$ cat config.mk
export PLATFORM = sky130hd
export DESIGN_NAME = i2s_rx
export DESIGN_NICKNAME = d
export VERILOG_FILES = /design/src/rtl/i2s_rx_pkg.sv /design/src/rtl/i2s_rx_sync_edge.sv /design/src/rtl/i2s_rx.sv
export SDC_FILE = /design/constraint.sdc
export NUM_CORES = 1
export LEC_CHECK = 0
export ABC_AREA = 1
export BUFFER_PORTS_ARGS = -buffer_cell sky130_fd_sc_hd__buf_4
export CORE_MARGIN = 3
export CORE_UTILIZATION = 39
export DETAILED_ROUTE_END_ITERATION = 10
export PLACE_DENSITY = 0.63
export SETUP_SLACK_MARGIN = 0.02
export SYNTH_ARGS = -nofsm -noshare
export SYNTH_HDL_FRONTEND = slang
export SYNTH_SLANG_ARGS = --single-unit
$ cat constraint.sdc
create_clock -name clk -period 1.8 [get_ports clk]
set_input_delay 0.18 -clock clk [delete_from_list [all_inputs] [get_ports clk]]
set_output_delay 0.18 -clock clk [all_outputs]
set_load 0.01 [all_outputs]
$ cat src/rtl/i2s_rx_pkg.sv
// Shared definitions for the I2S receiver: channel codes, FSM states and the
// default sample width.
package i2s_rx_pkg;

  localparam int unsigned BITSIZE_DEFAULT = 16;

  localparam logic CH_LEFT  = 1'b0;
  localparam logic CH_RIGHT = 1'b1;

  // Encodings kept identical to the legacy state codes.
  typedef enum logic [1:0] {
    ST_WAIT_SYNC = 2'd0,
    ST_SHIFT     = 2'd1,
    ST_DONE      = 2'd2
  } state_e;

endpackage

$ cat src/rtl/i2s_rx_sync_edge.sv
// Synchroniser and bclk rise detector for the I2S receiver.
//  clk, reset : system clock, synchronous active-high reset
//  bclk, lrclk, sdata : asynchronous codec pins
//  bclk_rise  : 1-cycle pulse per synchronised bclk 0->1
//  lrclk_s, sdata_s : synchronised lrclk/sdata, aligned with bclk_rise
module i2s_rx_sync_edge #(
  parameter int unsigned SYNC_STAGES = 2
) (
  input  logic clk,
  input  logic reset,
  input  logic bclk,
  input  logic lrclk,
  input  logic sdata,
  output logic bclk_rise,
  output logic lrclk_s,
  output logic sdata_s
);

  logic [SYNC_STAGES-1:0] bclk_sync_q, bclk_sync_d;
  logic [SYNC_STAGES-1:0] lr_sync_q, lr_sync_d;
  logic [SYNC_STAGES-1:0] sd_sync_q, sd_sync_d;
  logic bclk_prev_q, bclk_prev_d;
  logic bclk_rise_q, bclk_rise_d;
  logic lrclk_s_q, lrclk_s_d;
  logic sdata_s_q, sdata_s_d;

  // The rise strobe is registered together with lrclk/sdata so all three
  // stay aligned for the FSM.
  always_comb begin
    bclk_sync_d = {bclk_sync_q[SYNC_STAGES-2:0], bclk};
    lr_sync_d   = {lr_sync_q[SYNC_STAGES-2:0], lrclk};
    sd_sync_d   = {sd_sync_q[SYNC_STAGES-2:0], sdata};
    bclk_prev_d = bclk_sync_q[SYNC_STAGES-1];
    bclk_rise_d = bclk_sync_q[SYNC_STAGES-1] & ~bclk_prev_q;
    lrclk_s_d   = lr_sync_q[SYNC_STAGES-1];
    sdata_s_d   = sd_sync_q[SYNC_STAGES-1];
  end

  always_ff @(posedge clk) begin
    if (reset) begin
      bclk_sync_q <= '0;
      lr_sync_q   <= '0;
      sd_sync_q   <= '0;
      bclk_prev_q <= 1'b0;
      bclk_rise_q <= 1'b0;
      lrclk_s_q   <= 1'b0;
      sdata_s_q   <= 1'b0;
    end else begin
      bclk_sync_q <= bclk_sync_d;
      lr_sync_q   <= lr_sync_d;
      sd_sync_q   <= sd_sync_d;
      bclk_prev_q <= bclk_prev_d;
      bclk_rise_q <= bclk_rise_d;
      lrclk_s_q   <= lrclk_s_d;
      sdata_s_q   <= sdata_s_d;
    end
  end

  assign bclk_rise = bclk_rise_q;
  assign lrclk_s   = lrclk_s_q;
  assign sdata_s   = sdata_s_q;

endmodule

$ cat src/rtl/i2s_rx.sv
// I2S capture receiver: oversamples the codec ADC stream and emits one
// signed left/right pair per frame.
//  clk, reset  : system clock (>= 4x bclk), synchronous active-high reset
//  bclk, lrclk, sdata : codec bit clock, ADCLRC (0 = left), ADCDAT
//  left_out, right_out : captured samples, change only with valid
//  valid       : 1-cycle strobe for a new pair
//  locked      : 1 while aligned to frames
//  frame_err   : 1-cycle strobe when a slot ends before BITSIZE bits
module i2s_rx
  import i2s_rx_pkg::*;
#(
  parameter int unsigned BITSIZE     = BITSIZE_DEFAULT,
  parameter int unsigned SYNC_STAGES = 2
) (
  input  logic                      clk,
  input  logic                      reset,
  input  logic                      bclk,
  input  logic                      lrclk,
  input  logic                      sdata,
  output logic signed [BITSIZE-1:0] left_out,
  output logic signed [BITSIZE-1:0] right_out,
  output logic                      valid,
  output logic                      locked,
  output logic                      frame_err
);

  localparam int unsigned CW = $clog2(BITSIZE + 1);

  logic bclk_rise, lrclk_s, sdata_s;

  i2s_rx_sync_edge #(.SYNC_STAGES(SYNC_STAGES)) u_sync (
    .clk       (clk),
    .reset     (reset),
    .bclk      (bclk),
    .lrclk     (lrclk),
    .sdata     (sdata),
    .bclk_rise (bclk_rise),
    .lrclk_s   (lrclk_s),
    .sdata_s   (sdata_s)
  );

  state_e               state_q, state_d;
  logic                 chan_q, chan_d;
  logic [CW-1:0]        cnt_q, cnt_d;
  logic [BITSIZE-1:0]   shift_q, shift_d;
  logic [BITSIZE-1:0]   hold_q, hold_d;
  logic                 lr_prev_q, lr_prev_d;
  logic [BITSIZE-1:0]   left_q, left_d;
  logic [BITSIZE-1:0]   right_q, right_d;
  logic                 valid_q, valid_d;
  logic                 locked_q, locked_d;
  logic                 frame_err_q, frame_err_d;
  logic [BITSIZE-1:0]   word;
  logic                 lr_change;

  always_comb begin
    state_d     = state_q;
    chan_d      = chan_q;
    cnt_d       = cnt_q;
    shift_d     = shift_q;
    hold_d      = hold_q;
    lr_prev_d   = lr_prev_q;
    left_d      = left_q;
    right_d     = right_q;
    locked_d    = locked_q;
    valid_d     = 1'b0;
    frame_err_d = 1'b0;
    word        = {shift_q[BITSIZE-2:0], sdata_s};
    lr_change   = (lrclk_s != lr_prev_q);

    // The rise that carries an lrclk change is the I2S delay bit, so it only
    // steers the FSM and never shifts data in.
    if (bclk_rise) begin
      lr_prev_d = lrclk_s;
      unique case (state_q)
        ST_WAIT_SYNC: begin
          if (lr_change && lrclk_s == CH_LEFT) begin
            state_d  = ST_SHIFT;
            chan_d   = CH_LEFT;
            cnt_d    = '0;
            locked_d = 1'b1;
          end
        end
        ST_SHIFT: begin
          if (lr_change) begin
            // Short slot: the consumed edge cannot also resync.
            state_d     = ST_WAIT_SYNC;
            shift_d     = '0;
            frame_err_d = 1'b1;
            locked_d    = 1'b0;
          end else begin
            shift_d = word;
            cnt_d   = cnt_q + 1'b1;
            if (cnt_q == CW'(BITSIZE - 1)) begin
              state_d = ST_DONE;
              if (chan_q == CH_RIGHT) begin
                left_d  = hold_q;
                right_d = word;
                valid_d = 1'b1;
              end else begin
                hold_d = word;
              end
            end
          end
        end
        ST_DONE: begin
          if (lr_change) begin
            state_d = ST_SHIFT;
            chan_d  = lrclk_s;
            cnt_d   = '0;
          end
        end
        default: state_d = ST_WAIT_SYNC;
      endcase
    end
  end

  always_ff @(posedge clk) begin
    if (reset) begin
      state_q     <= ST_WAIT_SYNC;
      chan_q      <= CH_LEFT;
      cnt_q       <= '0;
      shift_q     <= '0;
      hold_q      <= '0;
      lr_prev_q   <= 1'b0;
      left_q      <= '0;
      right_q     <= '0;
      valid_q     <= 1'b0;
      locked_q    <= 1'b0;
      frame_err_q <= 1'b0;
    end else begin
      state_q     <= state_d;
      chan_q      <= chan_d;
      cnt_q       <= cnt_d;
      shift_q     <= shift_d;
      hold_q      <= hold_d;
      lr_prev_q   <= lr_prev_d;
      left_q      <= left_d;
      right_q     <= right_d;
      valid_q     <= valid_d;
      locked_q    <= locked_d;
      frame_err_q <= frame_err_d;
    end
  end

  assign left_out  = left_q;
  assign right_out = right_q;
  assign valid     = valid_q;
  assign locked    = locked_q;
  assign frame_err = frame_err_q;

endmodule

==> flow_metrics.tcl <==
set metrics [dict create \
    root_buffer "clkbuf_8" \
    relSlewSlack_pct 74.9 \
    grt_first_pass_wirelength_um 9940 \
    place_area_mm2 0.00348 \
    wirelength_um 6570 \
    synth_area_mm2 0.00311 \
    slew_violations 0 \
    critical_path_class "reg2reg" \
    drive_above_1_share_pct 19.6 \
    syn_nets 405 \
    power-per-cell-area_mw_per_mm2 900 \
    final_common_cell "nor2_1" \
    fin_area_mm2 0.00388 \
    final_cell_mix "122 x nor2_1, 83 x dfxtp_1, 46 x nand2_1, 46 x buf_4, 30 x o21ai_0" \
    n_antenna_cell 0 \
    via_per_inst 4.68 \
    drt_iter0_markers 122 \
    wl_per_cell_um 12.0 \
    swShare_pct 21.3 \
    dr.pass1.iters 5 \
    worstHoldPathType "in2reg" \
    clk_latency_ps 360 \
    tritoncts "yes" \
    worstMarginPinSlew_ps 377 \
    remaining_drc_errors 0 \
    fp.dieH_um 95.4 \
    postCtsHoldBufs 0 \
    rrSetupSlack_ps 120 \
    status "finished, final reports clean" \
    tns_ps 0 \
    globalplace.congestion 0.858 \
    crit_arrival_ps 1940 \
    period_share_pct 93.4 \
    post-route-util_pct 51.8 \
    ys_types 23 \
    cts_htree_levels 3 \
    max-vdd-ir-drop_v 0.000711 \
    antenna_found_initial 0 \
    row_count 31 \
    intPower_mw 2.74 \
    synth_cells 397 \
    port_buffers 39 \
    die-area_mm2 0.00909 \
    grt_pass1_vias 2220 \
    drtAntennaViolNets 0 \
    cts_buffer_depth 2 \
    cp_data_required_time_ps 2050 \
    finalPower_mw 3.49 \
    synth-seq-cells 85 \
    cts.sinks 85 \
    clk_pin_slew_ps 90 \
    endpoint_kind "flip-flop" \
    max_freq_mhz 595 \
    num_vias 2566 \
    start_util_pct 41.6 \
    finalHoldViolations 0 \
    area_delta_synth_final_pct 24.5 \
    critPathMaxFanout 5 \
    cts_buffers 9 \
    pwr-share-seq_pct 54.2 \
    grt_overflow_total 0 \
    synth.avg_cell_area_um2 7.84 \
    ioPinCount 40 \
    setup.worst_path.start_class "flip-flop" \
    track_usage_pct 14.1 \
    power_frac_comb_pct 2.4 \
    hpwl_um 4040 \
    rsz0062_at_grt "true" \
    dieWidth_um 95.4 \
    maxCapViolations 0 \
    p_leak_nw 1.58 \
    nets 452 \
    ys_warn_count 0 \
    power_switching_mw 0.744 \
    setup_violations 0 \
    skew_ps 15.0 \
    ys_seq_area_share_pct 54.6 \
    pwr-share-clk_pct 43.4 \
    coreArea_mm2 0.00749 \
    grt_max_degree 49 \
    period_needed_ps 1680 \
]
==> power groups by stage <==
stage	clock, mW	sequential, mW	combinational (mW)
global route	1.62	1.89	0.0990
global placement	0	1.94	0.0821
floorplan	0	1.93	0.0633
finish	1.51	1.89	0.0844
CTS	1.56	1.89	0.0838
detailed placement	0	1.94	0.0836
==> layout make-up <==
type / instances / area, um2
inverter: 24 / 97.6
tap: 99 / 124
clock inverter: 6 / 95.1
multi-input combinational: 269 / 1230
clock buffer: 10 / 138
timing repair buffer: 55 / 480
sequential: 85 / 1710
fill: 720 / 3610
==> per-stage QoR <==
step / worst slack, ps / hold slack (ps) / instances
6_report: 118 / 27.8 / 548
5_1_grt: -14.3 / 50.8 / 548
4_1_cts: 25.1 / 16.5 / 539
3_5_place_dp: -6.97 / 383 / 523
3_3_place_gp: 80.3 / 380 / 523
2_1_floorplan: 173 / 258 / 397
==> worst paths after layout <==
kind                                 startpoint                          endpoint  cells after the start
hold / removal                             bclk  u_sync.bclk_sync_q[0]$_SDFF_PP0_                      3
setup reg to reg          cnt_q[1]$_SDFFE_PP0P_            hold_q[2]$_SDFFE_PP0P_                     10
setup / recovery          cnt_q[1]$_SDFFE_PP0P_            hold_q[2]$_SDFFE_PP0P_                     10
hold reg to reg   u_sync.bclk_prev_q$_SDFF_PP0_       u_sync.bclk_rise$_SDFF_PP0_                      1
==> Yosys cell counts <==
master    instances  area [um2]
nor2_1          124         465
dfxtp_1          85        1700
nand2_1          45         169
o21ai_0          45         225
a21oi_1          23         115
inv_1            19        71.3
o21ai_1          10        50.1
clkbuf_1          8        30.0
nand3_1           6        30.0
buf_6             4        45.0
buf_2             3        15.0
clkbuf_2          3        15.0
ha_1              3        37.5
inv_2             3        11.3
nor3_1            3        15.0
buf_4             2        15.0
clkinv_2          2        10.0
nand2_4           2        22.5
nand4_1           2        12.5
nor2_4            2        22.5
nand2_2           1        6.26
nand4_4           1        21.3
nor3b_1           1        7.51
==> worst max-delay path, stage by stage (launching register included) <==
cell	delay [ps]
dfxtp_4	370
ha_4	120
nand2_1	70
nor2_1	110
ha_2	240
nand2_1	100
nor2_4	140
nand2_4	90
buf_4	150
o21ai_0	140
nor2_1	50
==> layer usage <==
| metal | wire (um) | global-route usage (%) | up-vias | part of all wire (%) |
|---|---|---|---|---|
| met5 | 0 | 0 | - | 0 |
| met4 | 97 | 6.49 | 0 | 1.5 |
| met3 | 390 | 3.87 | 10 | 5.9 |
| met2 | 2870 | 21.9 | 61 | 44 |
| met1 | 3210 | 18.3 | 1134 | 49 |
| li1 | - | - | 1361 | - |
==> state kept, by name (all words and copies together), names as in the netlist, 2 cells and up <==
| signal | count |
|---|---|
| cnt_q | 5 |
| u_sync.sd_sync_q | 2 |
| state_q | 2 |
| hold_q | 16 |
| shift_q | 15 |
| left_out | 16 |
| u_sync.bclk_sync_q | 2 |
| u_sync.lr_sync_q | 2 |
| right_out | 16 |
==> cells by family (layout without fill, tap and decap cells) <==
kind of cell / after synthesis / in the layout / synth area share, %
fa+ha+maj: 3 / 3 / 1.21
flops: 85 / 85 / 54.6
compound gates: 78 / 78 / 12.5
buf+inv: 44 / 95 / 6.83
simple gates: 187 / 188 / 24.8
==> what timing repair did <==
action / 4_1_cts / 5_1_grt
endpoints found under the setup margin: 13 / 53
buffers inserted: 0 / 4
pin swaps: 0 / 3
gates resized for setup: 1 / 33
hold endpoints to repair: 0 / 0
cloned: 0 / 5
No activity file was read; power rests on OpenSTA's default activity.
